$ cat src/rtl/instruction_loader_pkg.sv
// rtl/instruction_loader_pkg.sv - shared types and constants for the instruction loader
package loader_pkg;

  typedef enum logic [1:0] {
    S_IDLE,
    S_WRITE,
    S_CLEAR
  } state_t;

  localparam int          ADDR_W_DEF = 5;
  localparam int          DATA_W_DEF = 16;
  localparam int          DEPTH      = 2 ** ADDR_W_DEF;
  localparam logic [15:0] FILL_WORD  = 16'h8000;
  localparam logic [15:0] END_MARK   = 16'hFFFF;

endpackage

$ cat src/rtl/instruction_loader_if.sv
// rtl/instruction_loader_if.sv - instruction-memory write/read port bundle
interface instruction_loader_if #(
  parameter int ADDR_W = 5,
  parameter int DATA_W = 16
) ();

  logic              mem_we;
  logic [ADDR_W-1:0] mem_addr;
  logic [DATA_W-1:0] mem_wdata;
  logic [DATA_W-1:0] mem_rdata;

  // Loader side drives the write port and sees combinational read data
  modport master (
    output mem_we,
    output mem_addr,
    output mem_wdata,
    input  mem_rdata
  );

  // Memory side
  modport slave (
    input  mem_we,
    input  mem_addr,
    input  mem_wdata,
    output mem_rdata
  );

endinterface

$ cat src/rtl/instruction_loader_wrap_counter.sv
// rtl/instruction_loader_wrap_counter.sv - up/down pointer that wraps at both ends
module wrap_counter #(
  parameter int W = 5
) (
  input  logic         clk,
  input  logic         rst_n,
  input  logic         inc,
  input  logic         dec,
  input  logic         load,
  input  logic [W-1:0] load_val,
  input  logic         clr,
  output logic [W-1:0] count
);

  // Priority clr > load > dec > inc; natural binary overflow gives the wrap
  always_ff @(posedge clk or negedge rst_n) begin
    if (!rst_n) begin
      count <= '0;
    end else if (clr) begin
      count <= '0;
    end else if (load) begin
      count <= load_val;
    end else if (dec) begin
      count <= count - 1'b1;
    end else if (inc) begin
      count <= count + 1'b1;
    end
  end

endmodule

$ cat src/rtl/instruction_loader.sv
// rtl/instruction_loader.sv - switch-driven writer for the 32x16 instruction memory
module instruction_loader #(
  parameter int                ADDR_W    = 5,
  parameter int                DATA_W    = 16,
  parameter logic [DATA_W-1:0] FILL_WORD = loader_pkg::FILL_WORD,
  parameter logic [DATA_W-1:0] END_MARK  = loader_pkg::END_MARK
) (
  input  logic                 clk,
  input  logic                 rst_n,
  input  logic                 load_en,
  input  logic                 commit,
  input  logic                 prev,
  input  logic                 next,
  input  logic                 clear,
  input  logic [DATA_W-1:0]    sw_word,
  instruction_loader_if.master mem,
  output logic [DATA_W-1:0]    led_word,
  output logic [ADDR_W-1:0]    cur_addr,
  output logic [ADDR_W:0]      word_count,
  output logic                 full,
  output logic                 done,
  output logic                 busy
);

  import loader_pkg::*;

  localparam logic [ADDR_W:0]   FULL_COUNT = {1'b1, {ADDR_W{1'b0}}};
  localparam logic [ADDR_W-1:0] LAST_ADDR  = {ADDR_W{1'b1}};

  state_t            state;
  logic [ADDR_W-1:0] clr_cnt;
  logic [DATA_W-1:0] wdata_q;
  logic              addr_inc;
  logic              addr_dec;
  logic              addr_clr;

  // Pointer moves: browse pulses only when nothing higher-priority is pending,
  // step after each write, return home once the clear sweep finishes
  always_comb begin
    addr_inc = 1'b0;
    addr_dec = 1'b0;
    addr_clr = 1'b0;
    case (state)
      S_IDLE: begin
        if (!clear && !commit) begin
          addr_dec = prev;
          addr_inc = !prev && next;
        end
      end
      S_WRITE: addr_inc = 1'b1;
      S_CLEAR: addr_clr = (clr_cnt == LAST_ADDR);
      default: ;
    endcase
  end

  wrap_counter #(
    .W(ADDR_W)
  ) u_ptr (
    .clk      (clk),
    .rst_n    (rst_n),
    .inc      (addr_inc),
    .dec      (addr_dec),
    .load     (1'b0),
    .load_val ({ADDR_W{1'b0}}),
    .clr      (addr_clr),
    .count    (cur_addr)
  );

  // Control FSM: idle browsing/echo, single-cycle commit write, 32-cycle fill sweep
  always_ff @(posedge clk or negedge rst_n) begin
    if (!rst_n) begin
      state      <= S_IDLE;
      clr_cnt    <= '0;
      wdata_q    <= '0;
      led_word   <= '0;
      word_count <= '0;
      full       <= 1'b0;
      done       <= 1'b0;
    end else begin
      case (state)
        S_IDLE: begin
          led_word <= mem.mem_rdata;
          if (clear) begin
            clr_cnt <= '0;
            wdata_q <= FILL_WORD;
            state   <= S_CLEAR;
          end else if (commit && load_en && !full) begin
            wdata_q <= sw_word;
            state   <= S_WRITE;
          end
        end
        S_WRITE: begin
          word_count <= word_count + 1'b1;
          if ((word_count + 1'b1) == FULL_COUNT) begin
            full <= 1'b1;
          end
          if (wdata_q == END_MARK) begin
            done <= 1'b1;
          end
          state <= S_IDLE;
        end
        S_CLEAR: begin
          clr_cnt <= clr_cnt + 1'b1;
          if (clr_cnt == LAST_ADDR) begin
            word_count <= '0;
            full       <= 1'b0;
            done       <= 1'b0;
            state      <= S_IDLE;
          end
        end
        default: state <= S_IDLE;
      endcase
    end
  end

  assign busy          = (state != S_IDLE);
  assign mem.mem_we    = (state != S_IDLE);
  assign mem.mem_addr  = (state == S_CLEAR) ? clr_cnt : cur_addr;
  assign mem.mem_wdata = wdata_q;

endmodule
$ cat src/flat_wrapper.sv
// flat-port wrapper written by rule: the top's interface ports become plain ports
module instruction_loader_flat import loader_pkg::*;
#(
  parameter int                ADDR_W    = 5,
  parameter int                DATA_W    = 16,
  parameter logic [DATA_W-1:0] FILL_WORD = loader_pkg::FILL_WORD,
  parameter logic [DATA_W-1:0] END_MARK  = loader_pkg::END_MARK
)
  (clk, rst_n, load_en, commit, prev, next, clear, sw_word, led_word, cur_addr, word_count, full, done, busy, mem_mem_we, mem_mem_addr, mem_mem_wdata, mem_mem_rdata);
  instruction_loader_if #(.ADDR_W(ADDR_W), .DATA_W(DATA_W)) mem_i ();
  input  logic clk;
  input  logic rst_n;
  input  logic load_en;
  input  logic commit;
  input  logic prev;
  input  logic next;
  input  logic clear;
  input  logic [DATA_W-1:0] sw_word;
  output logic [DATA_W-1:0] led_word;
  output logic [ADDR_W-1:0] cur_addr;
  output logic [ADDR_W:0] word_count;
  output logic full;
  output logic done;
  output logic busy;
  output wire logic [$bits(mem_i.mem_we)-1:0] mem_mem_we;
  output wire logic [$bits(mem_i.mem_addr)-1:0] mem_mem_addr;
  output wire logic [$bits(mem_i.mem_wdata)-1:0] mem_mem_wdata;
  input wire logic [$bits(mem_i.mem_rdata)-1:0] mem_mem_rdata;
  assign mem_mem_we = mem_i.mem_we;
  assign mem_mem_addr = mem_i.mem_addr;
  assign mem_mem_wdata = mem_i.mem_wdata;
  assign mem_i.mem_rdata = mem_mem_rdata;
  instruction_loader #(.ADDR_W(ADDR_W), .DATA_W(DATA_W), .FILL_WORD(FILL_WORD), .END_MARK(END_MARK)) u_core (.clk(clk), .rst_n(rst_n), .load_en(load_en), .commit(commit), .prev(prev), .next(next), .clear(clear), .sw_word(sw_word), .mem(mem_i), .led_word(led_word), .cur_addr(cur_addr), .word_count(word_count), .full(full), .done(done), .busy(busy));
endmodule
$ cat config.mk
export PLATFORM = sky130hd
export DESIGN_NAME = instruction_loader_flat
export DESIGN_NICKNAME = d
export VERILOG_FILES = /design/src/rtl/instruction_loader_pkg.sv /design/src/rtl/instruction_loader_if.sv /design/src/rtl/instruction_loader_wrap_counter.sv /design/src/rtl/instruction_loader.sv /design/src/flat_wrapper.sv
export SDC_FILE = /design/constraint.sdc
export NUM_CORES = 1
export LEC_CHECK = 0
export BUFFER_PORTS_ARGS = -buffer_cell sky130_fd_sc_hd__buf_2
export CELL_PAD_IN_SITES_DETAIL_PLACEMENT = 0
export CELL_PAD_IN_SITES_GLOBAL_PLACEMENT = 1
export CORE_AREA = 5 5 121 66
export CTS_CLUSTER_SIZE = 16
export DETAILED_ROUTE_END_ITERATION = 12
export DIE_AREA = 0 0 126 71
export PLACE_DENSITY_LB_ADDON = 0.1
export SLEW_MARGIN = 20
export SYNTH_ARGS = -nofsm -noshare
export SYNTH_HDL_FRONTEND = slang
export SYNTH_SLANG_ARGS = --single-unit
export TNS_END_PERCENT = 30
$ cat constraint.sdc
create_clock -name clk -period 2.85 [get_ports clk]
set_input_delay 0 -clock clk [delete_from_list [all_inputs] [get_ports clk]]
set_output_delay 0 -clock clk [all_outputs]
set_load 0.02 [all_outputs]
### Yosys cells after proc, flatten, opt, wreduce, memory -nomap -nowiden

Cells that the tools add are included.

* register bits: 52
* word-level logic and storage cells: 66
* output and inout bits: 52

* equal/unequal tests: 10
* multiplexer cells: 24
* $add $sub $neg: 4
* reduce and logical (&&, ||, !) cells: 20

Operator list (count)
* 16-bit 2-to-1 mux: 2
* 5-bit 2-to-1 mux: 5
* 16-bit == test, second input constant: 1
* 6-bit case mux with 2 select lines: 1
* 5-bit by 1-bit adder with 5-bit output, second input constant: 2
* 5-bit case mux with 2 select lines: 1
* 2-bit AND reduction: 4
* 2-bit nonzero test: 4
* 1-bit 2-to-1 mux: 7
* 6-bit by 1-bit adder with 6-bit output, second input constant: 1
* 6-bit == test, second input constant: 1
* 2-bit 2-to-1 mux: 3
* 6-bit 2-to-1 mux: 1
* 2-bit by 1-bit != test with 1-bit output, second input constant: 3
* 1-bit case mux with 2 select lines: 3
* 3-bit AND reduction: 2
* 5-bit == test, second input constant: 1
* 5-bit by 1-bit subtractor with 5-bit output, second input constant: 1
* 1-bit logical AND: 4
* 1-bit logical NOT: 4
* 2-bit case mux with 2 select lines: 1
* 3-bit by 2-bit != test with 1-bit output, second input constant: 1
* 3-bit nonzero test: 1
* 2-bit by 1-bit == test with 1-bit output, second input constant: 1
* 3 further kinds: 3

### Logic depth before layout (Yosys ltp)

* depth in word-level cells: 7
* gate-level depth with buffers: 11
* gate-level depth less buffers: 9

### Cells and area by module

Synthesis repeated with hierarchy kept, for this count alone.

* cell total of the unflattened synthesis: 213
* area, all modules: 2560.0 um^2

By module, submodules not included
* instruction_loader: cells each 170, instances 1, area each 2125.8 um^2
* wrap_counter: cells each 43, instances 1, area each 434.2 um^2

### Least setup slack after synthesis

No wires, ideal clock.

* kind: register -> register
* from: reg u_core.state[1]
* to: reg u_core.u_ptr.count[4]
* path slack: 0.782 ns
* stages on the path, launching flop included: 11
* data required time: 2.714 ns
* period minus slack after synthesis: 2.068 ns
* arrival time: 1.932 ns
* path buffers: 2
* path through: dfrtp_1 -> buf_6 -> nor2_4 -> clkbuf_8 -> nand3_2 -> inv_2 -> ha_1 -> a21o_1 -> a21oi_1 -> mux2_4 -> mux2i_1

* word-level cells in the longest chain between the ends: 4

Ends and longest elaborated chain
* start, declared: line instruction_loader.sv:30 `state_t state;`
* start signal, assigned: line instruction_loader.sv:72 `state <= S_IDLE;`
* start signal, assigned: line instruction_loader.sv:86 `state <= S_CLEAR;`
* start signal, assigned: line instruction_loader.sv:89 `state <= S_WRITE;`
* parallel branches: the longest is 4 deep, another holds 3-bit nonzero test
* end signal, assigned: line instruction_loader_wrap_counter.sv:22 `count <= load_val;`
* end signal, assigned: line instruction_loader_wrap_counter.sv:24 `count <= count - 1'b1;`
* end signal, assigned: line instruction_loader_wrap_counter.sv:26 `count <= count + 1'b1;`
* end, declared: line instruction_loader_wrap_counter.sv:12 `output logic [W-1:0] count`

Parallel ways; which one is timed is not known.
A chain may end at the register's enable or synchronous reset.

### Worst setup path after layout

Ends and elaborated chain as after synthesis.

==> summary.md <==
| Metric | Value |
|---|---|
| Worst endpoint required time | 3.02 ns |
| Post-synthesis compound-gate area fraction | 0.155 |
| Number of synthesized flops with an enable pin | 0 |
| Combinational family with the most area after synthesis | compound AO/OA/AOI/OAI gates |
| Switching Power | around 1200 uW |
| Fill cells | between 600 and 700 |
| Highest ir drop seen on vdd | 0.467 mV |
| Buffers from clock root to sink, at most | 2 |
| Clock sink total | between 50 and 60 |
| Count of antenna diodes in the layout | 0 |
| Max-slew headroom | 0.493 |
| Remaining antenna violation count | 0 |
| Area overhead of the layout relative to synthesis | 41.4% |
| Total global routing overflow | 0 |
| Most instantiated flip-flop cell in the synthesis netlist | dfrtp_1 |
| Setup TNS Final | 0 ns |
| Synthesized area divided by synthesized cell count | approximately 12 um2 |
| Wire length reported by the detailed router | between 6 and 7 mm |
| Average via count per standard cell | 4.79 |
| Fraction of final layout cells sized beyond drive strength 1 | 0.426 |
| Data arrival time of the critical path | between 2 and 2.5 ns |
| Distinct cells, synth | 44 |
| Transition at the pin with the smallest max-transition slack | around 0.75 ns |
| Worst-path clk slew | about 0.070 ns |
| Type of the setup path with the least slack | register to register |
| Sequential share of the synthesized area | 0.534 |
| Routed via count | 2013 |
| Outcome | complete, no violations |
| Power Internal | a little over 2000 uW |
| Setup Viol. Count Final | 0 |
| Max Clock Freq | around 500 MHz |
| Number of antenna violations at the first check in global routing | 1 |
| Critical Path Fanout Max | 10 |
| Netlist area before placement | 2440 um2 |
| Detailed Place HPWL | 4.96 mm |
| Combinational cell fraction of total power | 0.419 |
| Number of DRC violations after detailed routing | 0 |
| Via count of the first global-routing pass | approximately 2000 |
| CORE AREA | 6940 um2 |
| Pin count of the biggest net entering global routing | 23 |
| Chip Height | 71 um |
| CTS tree | done |
| Total routing resource utilization after global routing | 0.153 |
| Die footprint | about 8900 um2 |
| IO Pins | 91 |
| Part of the total power dissipated in the clock network | 0.201 |
| Async set or reset register ratio after synthesis | 1.00 |
| Relative contribution of sequential cells to total power | 0.380 |
| Number of standard cells after synthesis | 201 |
| Ys Warns | 0 |
| Number of failing hold endpoints at the final stage | 0 |
| Final count of pins violating max slew | 0 |
| Launching element type of the critical path | register |
| Number of synthesized register bits | 52 |
| DR pass1 iterations | 4 |
| Min Tclk post-route | roughly 2.0 ns |
| Number of nets produced by synthesis | about 250 |
| Weighted congestion reported at the end of routability-driven placement | ~0.76 |
| Total of cells resized after clock tree synthesis | 0 |
| Clock tree root buffer cell | clkbuf_16 |
| Final #Nets | roughly 370 |
| Sw Share | 0.381 |
| Clk_skew | 0.00430 ns |
| Path class of the lowest-slack min-delay path | primary input to register |
| Number of max-cap violations | 0 |
| Initial cell density of the core | 0.351 |
| WL/cell | 15.9 um |
| Die width | between 100 and 150 um |
| Tcrit/Tclk final | 0.704 |
| Port Buffers | 90 |
| Wire length of the first global-routing pass | around 11 mm |
| Detailed Route Iter0 Violations | 93 |
| Proportion of synthesized area in mux cells | 0.111 |
| Synthesized-area fraction occupied by xor and xnor cells | 0.0180 |
| End-of-flow core utilization | 0.497 |
| Area share of fa/ha/maj cells after synthesis | 0.0441 |
| Clock network latency to the later pin of the worst-skew pair | slightly below 0.3 ns |
| Number of post-CTS setup repair buffers | 0 |
| Critical Path End Type | register |
| Number of rows created at floorplan | 22 |
| Power per standard cell area | 950 nW/um2 |
| Number of buffers created by CTS | 5 |
| H-Tree Depth | 2 |
| Power consumption | 3270 uW |
| Area fraction in and, or, nand and nor cells after synthesis | 0.102 |
| Number of buffers inserted by hold repair at cts | 32 |
| Unrepaired setup endpoints after global routing | no |
| Reported leakage power | 0.00171 uW |
-- registers in the layout, indices dropped and copies added (netlist names) --
signal / flops
u_core.word_count: 6
u_core.led_word: 16
u_core.full: 1
u_core.u_ptr.count: 5
u_core.done: 1
u_core.state: 2
u_core.clr_cnt: 5
u_core.mem.mem_wdata: 16
-- worst max-delay path, cell delays in order, from the launching register on --
cell and delay [ns]:
dfrtp_1 0.50, nor2_4 0.14, nand3_2 0.10, inv_2 0.10, ha_1 0.26, a21o_1 0.19
a21oi_1 0.17, mux2_4 0.32, mux2i_1 0.11
-- final timing paths --
path	startpoint	end	slack, ns	cells after the start
setup / recovery	u_core.state[1]	u_core.u_ptr.count[4]	0.84	8
hold / removal	clear	u_core.mem.mem_wdata[15]	0.06	2
setup reg to reg	u_core.state[1]	u_core.u_ptr.count[4]	0.84	8
hold reg to reg	u_core.done	u_core.done	0.50	1
max in group asynchronous	rst_n	u_core.mem.mem_wdata[11]	2.06	3
min in group asynchronous	rst_n	u_core.u_ptr.count[2]	0.15	2
-- logic make-up (layout without fill, tap and decap cells) --
| group | count (synthesis) | after routing |
|---|---|---|
| flops | 52 | 52 |
| compound gates | 51 | 51 |
| simple gates | 46 | 46 |
| mux | 24 | 24 |
| buf+inv | 15 | 138 |
| fa+ha+maj | 8 | 8 |
| xor+xnor | 5 | 5 |
-- layout by cell type (no fill, tap or decap), types with 2 or more instances in the layout --
cell type	synthesis	final
nor3_1	2	2
nand3_1	5	5
a22o_1	11	11
a21o_1	3	3
a21oi_1	5	5
dlygate4sd3_1	0	32
buf_2	4	90
inv_2	2	2
nor2_1	10	10
inv_1	4	4
buf_4	1	4
mux2_2	20	20
nand4_1	5	5
o21ai_0	12	12
ha_1	7	7
clkbuf_16	0	5
xnor2_1	4	4
mux2i_1	3	3
a31oi_1	2	2
and3_1	3	3
a22o_2	9	9
nand2_1	13	13
dfrtp_1	52	52
-- final cells by class --
type                       instances  area [um2]  area share
clock buffer                       5         125      0.0363
sequential                        52        1300       0.378
tap                               96         120      0.0349
clock inverter                     1        30.0     0.00871
multi-input combinational        134        1050       0.304
timing repair buffer             126         801       0.232
inverter                           6        22.5     0.00654
-- routing by layer --
metal	track usage	up-vias	routed length [um]	share of wire
li1	-	981	-	-
met1	0.234	978	3430	0.51
met5	0	-	11	0.0016
met3	0.0483	4	381	0.057
met4	0.0309	2	34	0.0051
met2	0.211	48	2830	0.42
-- power by group through the flow --
stage               Sequential, uW  Combinational, uW  Clock [uW]
detailed placement            1250               1360           0
global route                  1290               1490         704
CTS                           1240               1390         677
global placement              1250               1350           0
finish                        1240               1370         658
floorplan                     1500                636           0
-- stage by stage --
stage / area, um2 / hold WS, ns / cells / worst slack (ns)
detailed placement: 2970 / -0.0626 / 382 / 0.847
finish: 3450 / 0.0588 / 420 / 0.845
CTS: 3450 / 0.0515 / 420 / 0.828
global placement: 2970 / -0.0682 / 382 / 0.864
global route: 3450 / 0.0860 / 420 / 0.720
floorplan: 2440 / -0.296 / 201 / 0.782
-- synth_stat cells, types with 2 or more instances --
cell type,n,area share
dfrtp_1,52,0.53
mux2_2,20,0.092
nand2_1,13,0.020
o21ai_0,12,0.025
a22o_1,11,0.040
nor2_1,10,0.015
a22o_2,9,0.037
ha_1,7,0.036
a21oi_1,5,0.010
nand3_1,5,0.010
nand4_1,5,0.013
buf_2,4,0.0082
inv_1,4,0.0062
xnor2_1,4,0.014
a21o_1,3,0.0092
and3_1,3,0.0077
mux2i_1,3,0.012
a31oi_1,2,0.0051
buf_6,2,0.0092
inv_2,2,0.0031
nor3_1,2,0.0041
Note: power is estimated with default switching activity, not from simulation.
